## src/rtl/mem_access_unit.sv

```systemverilog
// MEM-stage load/store unit: launches one data-bus transaction per op, stalls the pipeline until it completes, and times out.
// Optional MEM_ALIGN_CHECK_EN raises AdelM/AdesM for misaligned half/word accesses instead of launching them.
module mem_access_unit #(
  parameter int LAT_LIMIT = 16
) (
  input  logic        clk,
  input  logic        rst,
  input  logic        MemReadM,
  input  logic        MemWriteM,
  input  logic [1:0]  MemSizeM,
  input  logic        MemSignedM,
  input  logic [31:0] AddrM,
  input  logic [31:0] WriteDataM,
  input  logic        FlushM,
  output logic [31:0] ReadDataM,
  output logic        StallM,
  output logic        AdelM,
  output logic        AdesM,
  output logic        BusErrM,
  output logic        dreq,
  output logic        dwe,
  output logic [31:0] daddr,
  output logic [3:0]  dbe,
  output logic [31:0] dwdata,
  input  logic        dack,
  input  logic [31:0] drdata
);

  localparam int CNT_W = $clog2(LAT_LIMIT + 1);

  typedef enum logic [1:0] {S_IDLE, S_BUSY, S_DONE} state_e;

  state_e             state_q, state_d;
  logic [CNT_W-1:0]   cnt_q, cnt_d;
  logic [31:0]        daddr_q, daddr_d;
  logic [3:0]         dbe_q, dbe_d;
  logic               dwe_q, dwe_d;
  logic [31:0]        dwdata_q, dwdata_d;
  logic [1:0]         ld_size_q, ld_size_d;
  logic               ld_signed_q, ld_signed_d;
  logic [1:0]         ld_lane_q, ld_lane_d;
  logic [31:0]        rdata_q, rdata_d;
  logic               bus_err_q, bus_err_d;

  logic               misaligned;
  logic               op_valid;
  logic               timeout;
  logic [3:0]         be_new;
  logic [31:0]        wdata_new;

  function automatic logic [31:0] load_extract(input logic [31:0] d,
                                               input logic [1:0]  size,
                                               input logic [1:0]  lane,
                                               input logic        sgn);
    logic [31:0]        sh;
    logic signed [7:0]  b_s;
    logic signed [15:0] h_s;
    sh  = d >> {lane, 3'b000};
    b_s = sh[7:0];
    h_s = lane[1] ? d[31:16] : d[15:0];
    case (size)
      2'b00:   load_extract = sgn ? 32'(b_s) : {24'b0, b_s};
      2'b01:   load_extract = sgn ? 32'(h_s) : {16'b0, h_s};
      default: load_extract = d;
    endcase
  endfunction

`ifdef MEM_ALIGN_CHECK_EN
  assign misaligned = ((MemSizeM == 2'b01) & AddrM[0]) | (MemSizeM[1] & (AddrM[1:0] != 2'b00));
`else
  assign misaligned = 1'b0;
`endif

  assign op_valid = (MemReadM | MemWriteM) & ~FlushM & ~misaligned;
  // Timeout fires on the LAT_LIMIT-th BUSY cycle; a dack in that same cycle takes priority.
  assign timeout  = (state_q == S_BUSY) & ~dack & (cnt_q == CNT_W'(LAT_LIMIT - 1));

  always_comb begin
    case (MemSizeM)
      2'b00: begin
        be_new    = 4'b0001 << AddrM[1:0];
        wdata_new = {4{WriteDataM[7:0]}};
      end
      2'b01: begin
        be_new    = 4'b0011 << {AddrM[1], 1'b0};
        wdata_new = {2{WriteDataM[15:0]}};
      end
      default: begin
        be_new    = 4'b1111;
        wdata_new = WriteDataM;
      end
    endcase
  end

  always_ff @(posedge clk or negedge rst) begin
    if (!rst) begin
      state_q     <= S_IDLE;
      cnt_q       <= '0;
      daddr_q     <= '0;
      dbe_q       <= '0;
      dwe_q       <= 1'b0;
      dwdata_q    <= '0;
      ld_size_q   <= '0;
      ld_signed_q <= 1'b0;
      ld_lane_q   <= '0;
      rdata_q     <= '0;
      bus_err_q   <= 1'b0;
    end else begin
      state_q     <= state_d;
      cnt_q       <= cnt_d;
      daddr_q     <= daddr_d;
      dbe_q       <= dbe_d;
      dwe_q       <= dwe_d;
      dwdata_q    <= dwdata_d;
      ld_size_q   <= ld_size_d;
      ld_signed_q <= ld_signed_d;
      ld_lane_q   <= ld_lane_d;
      rdata_q     <= rdata_d;
      bus_err_q   <= bus_err_d;
    end
  end

  always_comb begin
    state_d = state_q;
    case (state_q)
      S_IDLE:  if (op_valid) state_d = S_BUSY;
      S_BUSY:  if (dack || timeout) state_d = S_DONE;
      S_DONE:  state_d = S_IDLE;
      default: state_d = S_IDLE;
    endcase
  end

  always_comb begin
    cnt_d       = cnt_q;
    daddr_d     = daddr_q;
    dbe_d       = dbe_q;
    dwe_d       = dwe_q;
    dwdata_d    = dwdata_q;
    ld_size_d   = ld_size_q;
    ld_signed_d = ld_signed_q;
    ld_lane_d   = ld_lane_q;
    rdata_d     = rdata_q;
    bus_err_d   = 1'b0;
    if (state_q == S_IDLE && op_valid) begin
      cnt_d       = '0;
      daddr_d     = {AddrM[31:2], 2'b00};
      dbe_d       = be_new;
      dwe_d       = MemWriteM;
      dwdata_d    = wdata_new;
      ld_size_d   = MemSizeM;
      ld_signed_d = MemSignedM;
      ld_lane_d   = AddrM[1:0];
    end else if (state_q == S_BUSY) begin
      if (dack) begin
        if (!dwe_q) rdata_d = load_extract(drdata, ld_size_q, ld_lane_q, ld_signed_q);
      end else if (timeout) begin
        rdata_d   = '0;
        bus_err_d = 1'b1;
      end else begin
        cnt_d = cnt_q + CNT_W'(1);
      end
    end
  end

  always_comb begin
    dreq   = (state_q == S_BUSY);
    StallM = (state_q == S_BUSY) | ((state_q == S_IDLE) & op_valid);
`ifdef MEM_ALIGN_CHECK_EN
    AdelM  = (state_q == S_IDLE) & MemReadM & ~FlushM & misaligned;
    AdesM  = (state_q == S_IDLE) & MemWriteM & ~FlushM & misaligned;
`else
    AdelM  = 1'b0;
    AdesM  = 1'b0;
`endif
  end

  assign ReadDataM = rdata_q;
  assign BusErrM   = bus_err_q;
  assign dwe       = dwe_q;
  assign daddr     = daddr_q;
  assign dbe       = dbe_q;
  assign dwdata    = dwdata_q;

endmodule

```

## config.mk

```make
export PLATFORM = sky130hd
export DESIGN_NAME = mem_access_unit
export DESIGN_NICKNAME = d
export VERILOG_FILES = /design/src/rtl/mem_access_unit.sv
export SDC_FILE = /design/constraint.sdc
export NUM_CORES = 1
export LEC_CHECK = 0
export BUFFER_PORTS_ARGS = -buffer_cell sky130_fd_sc_hd__clkbuf_2
export CELL_PAD_IN_SITES_DETAIL_PLACEMENT = 1
export CELL_PAD_IN_SITES_GLOBAL_PLACEMENT = 2
export CORE_UTILIZATION = 25
export DETAILED_ROUTE_END_ITERATION = 10
export GPL_TIMING_DRIVEN = 0
export PLACE_DENSITY_LB_ADDON = 0.1
export SLEW_MARGIN = 5
export SYNTH_ARGS = -nofsm -noshare
export SYNTH_HDL_FRONTEND = slang
export SYNTH_SLANG_ARGS = --single-unit
```

## constraint.sdc

```tcl
create_clock -name clk -period 1.8 [get_ports clk]
set_clock_uncertainty 0.15 [all_clocks]
set_input_delay 0.36 -clock clk [delete_from_list [all_inputs] [get_ports clk]]
set_output_delay 0.36 -clock clk [all_outputs]
set_load 0.1 [all_outputs]
```

==> results of run 1 <==
worst min-delay path, cell delays in order:
cell      delay, ns
clkbuf_2       0.07
nand2_1        0.04
nand2_1        0.04
flip-flops by register name (all words and copies together) (netlist names), 2 cells and up:
name	flops
ReadDataM	32
daddr	30
dwdata	32
state_q	2
ld_size_q	2
cnt_q	5
dbe	4
ld_lane_q	2
synth_stat cells, drive strengths merged:
cell	number
and3	1
a21oi	29
or3	9
nand3	3
o21bai	1
a221o	16
nor3	1
nand3b	1
mux2i	33
nand4	1
o2111a	1
clkbuf	26
o22ai	1
o31ai	1
a211oi	1
nor4b	1
o21ai	56
nand2	171
nor2	19
inv	7
dfrtp	112
nor2b	1
nor3b	2
xor2	2
nand2b	5
buf	10
o2bb2ai	16
conb	1
ha	2
metrics by stage:
stage          hold WS [ns]  worst slack [ns]  TNS, ns
2_1_floorplan       -0.0856            -0.291    -4.50
3_5_place_dp          0.172            -0.610   -48.70
4_1_cts              0.0300            -0.191    -2.46
3_3_place_gp          0.304             -1.92  -228.71
6_report             0.0457            -0.116    -1.67
5_1_grt              0.0331            -0.185    -4.30
cells by family (layout without fill, tap and decap cells):
logic type / after synthesis / after routing / share of synthesized area, %
and+or+nand+nor: 215 / 215 / 17.4
AOI/OAI and AO/OA: 122 / 122 / 15.4
DFF: 112 / 112 / 55.6
buffers and inverters: 43 / 279 / 3.90
muxes: 33 / 33 / 6.80
adders and majority gates: 2 / 2 / 0.496
xor gates and xnor gates: 2 / 2 / 0.347
other: 1 / 4 / 0.0744
path summary, 6_finish.rpt:
| kind | to | slack [ns] | depth (start not counted) |
|---|---|---|---|
| min in group asynchronous | dwdata[27]$_DFFE_PN0P_ | 0.34 | 2 |
| hold reg to reg | daddr[24]$_DFFE_PN0P_ | 0.33 | 2 |
| setup reg to reg | ReadDataM[27]$_DFFE_PN0P_ | -0.12 | 6 |
| max in group asynchronous | state_q[1]$_DFFE_PN0P_ | 0.44 | 3 |
| hold / removal | daddr[31]$_DFFE_PN0P_ | 0.05 | 3 |
| setup / recovery | ReadDataM[27]$_DFFE_PN0P_ | -0.12 | 6 |
routing by layer:
metal / vias to the layer above / wire length (µm) / GRT usage, %
li1: 2259 / - / -
met1: 2337 / 8100 / 23.5
met2: 125 / 8580 / 29.2
met3: 11 / 946 / 3.44
met4: 0 / 174 / 5.04
met5: - / 0 / 0
final cells by class:
cell class | instances | area (µm²)
Fill cell | 2343 | 12500
Tap cell | 265 | 332
Inverter | 7 | 30.0
Sequential cell | 112 | 2810
Clock buffer | 10 | 239
Multi-Input combinational cell | 378 | 2170
Timing Repair Buffer | 222 | 1220
Buffer | 34 | 216
Clock inverter | 6 | 43.8
timing repair:
item | CTS | global route
buffers inserted | 7 | 6
hold endpoints to repair | 42 | 0
setup endpoints to repair | 112 | 67
resized for setup | 40 | 15
pin swaps | 9 | 11
hold buffers | 1 | 0
gates cloned | 1 | 0
==> impl_results.md, run 1 <==
* Worst setup margin at -0.116 ns
* Nets@finish at 871
* Failing checks: setup timing
* Die W at 144 µm
* Max-Cap Viols at 0
* Die area at 20700 µm²
* CP bufs+invs at 2
* Fmax at 522 MHz
* Peak fanout along the critical path at 10
* Post-route ant nets at 0
* Total Routing Usage GR at 17.7%
* Sink Count at 112
* Buffers on Ports at 206
* CP endpoint kind: register
* Final hold viol count at 0
* Hpwl dp at 13.4 mm
* GP Congestion at 0.778
* CP max stage cell: dfrtp_1
* Vias in the first global route at 5016
* Core footprint at 19600 µm²
* Htree depth at 3
* Initial antenna violation count at 0
* RR Startpoint: ld_lane_q[1]$_DFFE_PN0P_
* Initial Util at 25.7%
* Largest net degree at the start of global routing at 71
* First-pass GRT wire length at 27.8 mm
* I/O pin count at 211
* Share of layout cells above drive strength 1 at 36.9%
* Avg WL per Cell at 17.2 µm
* Gate Count Post-Synth at 530
* Crit share post-route at 106%
* N_diodes at 0
* CP delay by family, top: compound AO/OA/AOI/OAI gates
* Design area at 7050 µm²
* Max incr delay on CP at 0.45 ns
* Most frequent cells in the layout: clkbuf_2 (212), nand2_1 (170), dfrtp_1 (109), o21ai_0 (56), mux2i_1 (31)
* Non-filler cells, final at 1034
* RSZ-0062 raised after global routing: yes
* Reg clk slew, reported paths at 0.08 ns
* Startpoint Class: register
* FF+latch count, synth at 112
* Setup CP Type: reg -> reg
* Total CTS buffers at 9
* Hold_sp: AddrM[31]
* Min Tclk post-route at 1.92 ns
* Max_slew headroom at 37.1%
* Post-placement cell area at 6480 µm²
* Layout area overhead at 39.9%
* Final setup vio count at 19
* Die H at 144 µm
* Status: finished, violations left
* CTS tree: done
* Final Util at 36.0%
* First drt pass iteration count at 4
* Min-delay worst type: in -> reg
* Register area share after synthesis at 55.6%
* Worst EP arrival at 2.01 ns
* Post-synth cell types at 35
* Clock Tree Buf Depth at 2
* Syn Std Cell Area at 5040 µm²
* Commonest non-fill, non-tap cell in the layout: clkbuf_2
* FP Rows at 51
* WL final at 17.8 mm
* Syn. warnings at 0
* Mean post-synth cell area at 9.51 µm²
* Fin. max-slew vios at 0
* Clock Latency Late Sink at 0.35 ns
* Via count at 4732
* First DRT Iteration DRCs at 149
* Root buf cell: clkbuf_16
* DRC viols at 0
* Placed Instances at 1005
* CP startpoint: ld_lane_q[1]$_DFFE_PN0P_
* Area contributors post-synth: dfrtp_1 (56%), nand2_1 (13%), mux2i_1 (6.4%), o21ai_0 (5.6%), a21oi_1 (2.9%)
* Grt ovf at 0
* Crit-path cells: buf_8, mux2i_4, nor2_2, o2111a_2, buf_6, a221o_1
* DR vias/cell at 4.58
* Req. time, crit path at 1.89 ns
* Cell taking the most area after synthesis: dfrtp_1
* Worst-Margin Slew at 0.941 ns
* Post-synth top area share at 55.6%
Power of run 1 is not shown: default switching activity piles up to over one toggle a cycle in this logic, so the estimate is an artifact.
==> run 2: changes to the inputs <==
Settings changed: ABC_AREA set to 1, CORE_UTILIZATION 25 to 24.
==> impl_results.md, run 2 <==
* Vias in the first global route at 5839
* Setup WS pre-CTS at -0.563 ns
* Hpwl dp at 15.1 mm
* Die area at 22800 µm²
* Worst setup margin at -0.107 ns
* CP startpoint: state_q[1]$_DFFE_PN0P_
* Avg WL per Cell at 16.6 µm
* Crit share post-route at 106%
* Total CTS buffers at 9
* First drt pass iteration count at 4
* DRC viols at 0
* Register area share after synthesis at 52.5%
* Reg power frac at 24.4%
* PwrDens at 2130 nW/µm²
* Post-placement cell area at 6800 µm²
* WL final at 20.4 mm
* Initial Util at 24.5%
* Fin. max-slew vios at 0
* Cell depth of the worst setup path at 3
* Sink Count at 112
* Post-route ant nets at 0
* First DRT Iteration DRCs at 133
* Design area at 7780 µm²
* I/O pin count at 211
* Via count at 5446
* Max incr delay on CP at 0.41 ns
* Internal power at 0.00633 W
* Reg clk slew, reported paths at 0.08 ns
* Htree depth at 3
* Post-synth top cells: nand2_1 (321), dfrtp_1 (112), nor2_1 (67)
* Worst EP arrival at 1.40 ns
* Commonest non-fill, non-tap cell in the layout: nand2_1
* Post-synth top flop: dfrtp_1
* DR vias/cell at 4.45
* Max-Cap Viols at 0
* Die H at 151 µm
* Share of layout cells above drive strength 1 at 37.8%
* Reg2reg setup slack at -0.04 ns
* Area contributors post-synth: dfrtp_1 (52%), nand2_1 (23%), nor2_1 (4.7%), o21ai_0 (4.0%), a21oi_1 (2.5%)
* Fmax at 524 MHz
* FF+latch count, synth at 112
* Critical path destination: dreq
* Req. time, crit path at 1.29 ns
* Failing checks: setup timing
* CP max stage cell: dfrtp_1
* Comb pwr share at 62.1%
* Crit-path cells: buf_4, nor2_4, clkbuf_4
* Max_slew headroom at 52.6%
* Final Power at 0.0166 W
* Total Routing Usage GR at 18.2%
* Layout area overhead at 45.7%
* Startpoint Class: register
* Worst-Margin Slew at 0.710 ns
* CP bufs+invs at 2
* Min-delay worst type: in -> reg
* Buffers on Ports at 206
* GP Congestion at 0.828
* Clock Latency Late Sink at 0.35 ns
* First-pass GRT wire length at 31.4 mm
* Nets@finish at 1047
* Clock share of power at 13.5%
* Initial antenna violation count at 0
* Setup CP Type: reg -> out
* Status: finished, violations left
* Cell taking the most area after synthesis: dfrtp_1
* Pleak at 4.28 nW
* Most frequent cells in the layout: nand2_1 (302), clkbuf_2 (208), dfrtp_1 (111), nor2_1 (42), o21ai_0 (41)
* NetSw at 0.0102 W
* Sw Share at 61.8%
* RR Endpoint: ReadDataM[26]$_DFFE_PN0P_
* Mean post-synth cell area at 7.66 µm²
* RSZ-0062 raised after global routing: yes
* N_diodes at 0
* CTS tree: done
* Root buf cell: clkbuf_16
* Hold Slack at 0.0465 ns
* Syn. warnings at 0
* Die W at 151 µm
* Syn Std Cell Area at 5340 µm²
* Core footprint at 21800 µm²
* Number of flops mapped to enable cells by yosys at 0
* Maximum vdd drop at 767 µV
* Final setup vio count at 33
* Grt ovf at 0
* Final hold viol count at 0
* Min Tclk post-route at 1.91 ns
* Post-synth cell types at 29
* Clock Tree Buf Depth at 2
* Peak fanout along the critical path at 4
* Post-synth top area share at 52.5%
* Filler cells at 2697
* Cell with the most instances after synthesis: nand2_1
* Worst r2r path cells at 11
* CP delay by family, top: buffers and inverters
* FP Rows at 54
* CP endpoint kind: output port
* Largest net degree at the start of global routing at 76
* Gate Count Post-Synth at 697
* Asr flop ratio synth at 100%
* Setup TNS at -1.03 ns
* RR Startpoint: cnt_q[0]$_DFFE_PN0P_
## run 2: changes by cell type in the layout (fill, tap and decap cells not counted), sizes merged, moves of 18 or more
| cell | delta |
|---|---|
| nor2 | +53 |
| nand3 | +26 |
| inv | +24 |
| nand2 | +168 |
| buf | +18 |
| mux2i | -33 |
## run 2: worst min path at each step
stage,start,end,slack (ns),cells after the start
after CTS,AddrM[12],daddr[12]$_DFFE_PN0P_,0.03,3
after floorplan,rst,BusErrM$_DFF_PN0_,-0.09,0
after global placement,daddr[19]$_DFFE_PN0P_,daddr[19]$_DFFE_PN0P_,0.31,2
final,AddrM[19],daddr[19]$_DFFE_PN0P_,0.05,3
after global routing,AddrM[24],daddr[24]$_DFFE_PN0P_,0.04,3
after detailed placement,rst,ReadDataM[9]$_DFFE_PN0P_,0.16,1
## run 2: through the flow
stage / util, % / std cells
floorplan: - / 700
global placement: 31.0 / 1186
detailed placement: 31.2 / 1187
CTS: 34.9 / 1225
global route: 35.6 / 1225
finish: 35.6 / 1225
## run 2: timing repair
item	in CTS	in global routing
buffers inserted	17	2
pin swaps	18	13
hold buffers	1	0
resized for setup	86	53
gates cloned	4	0
endpoints found under the setup margin	41	68
endpoints found under the hold margin	37	0
## run 2: cells by family (layout without fill, tap and decap cells)
kind of cell	count (synthesis)	after routing	synth area share, %
AOI/OAI and AO/OA	73	73	6.96
adders and majority gates	2	2	0.469
buffers and inverters	66	311	5.93
DFF	112	112	52.5
other	1	4	0.0702
and+or+nand+nor	443	443	34.1
## run 2: power by group through the flow
stage	logic (W)	clock network [W]	registers [W]
2_1_floorplan	0.00189	0	0.0101
3_3_place_gp	0.00984	0	0.00401
3_5_place_dp	0.00993	0	0.00405
4_1_cts	0.0103	0.00232	0.00402
5_1_grt	0.0108	0.00241	0.00417
6_report	0.0103	0.00223	0.00404
## run 2: cell type report
type | count | area, µm² | area share [%]
sequential | 112 | 2800 | 36.1
timing repair buffer | 230 | 1330 | 17.1
tap | 280 | 350 | 4.50
multi-input combinational | 522 | 2540 | 32.7
buffer | 36 | 293 | 3.76
clock buffer | 12 | 267 | 3.43
clock inverter | 4 | 58.8 | 0.756
inverter | 29 | 134 | 1.72
## run 2: per-layer routing
| metal | vias to the layer above | global-route usage (%) | wire, µm |
|---|---|---|---|
| met2 | 133 | 31.7 | 10200 |
| li1 | 2639 | - | - |
| met5 | - | 0 | 0 |
| met1 | 2657 | 22.4 | 8710 |
| met4 | 0 | 5.10 | 342 |
| met3 | 17 | 4.16 | 1090 |
## run 2: worst reg2reg max path, stage by stage, from the launching register on
cell and delay [ns]:
dfrtp_1 0.42, ha_4 0.17, nand2_4 0.06, nor2_4 0.10, ha_4 0.15, nor2_4 0.04
nor2_4 0.18, buf_6 0.14, inv_8 0.05, clkbuf_16 0.15, nand2_1 0.07, nand2_2 0.05
Note: power is estimated with default switching activity, not from simulation.
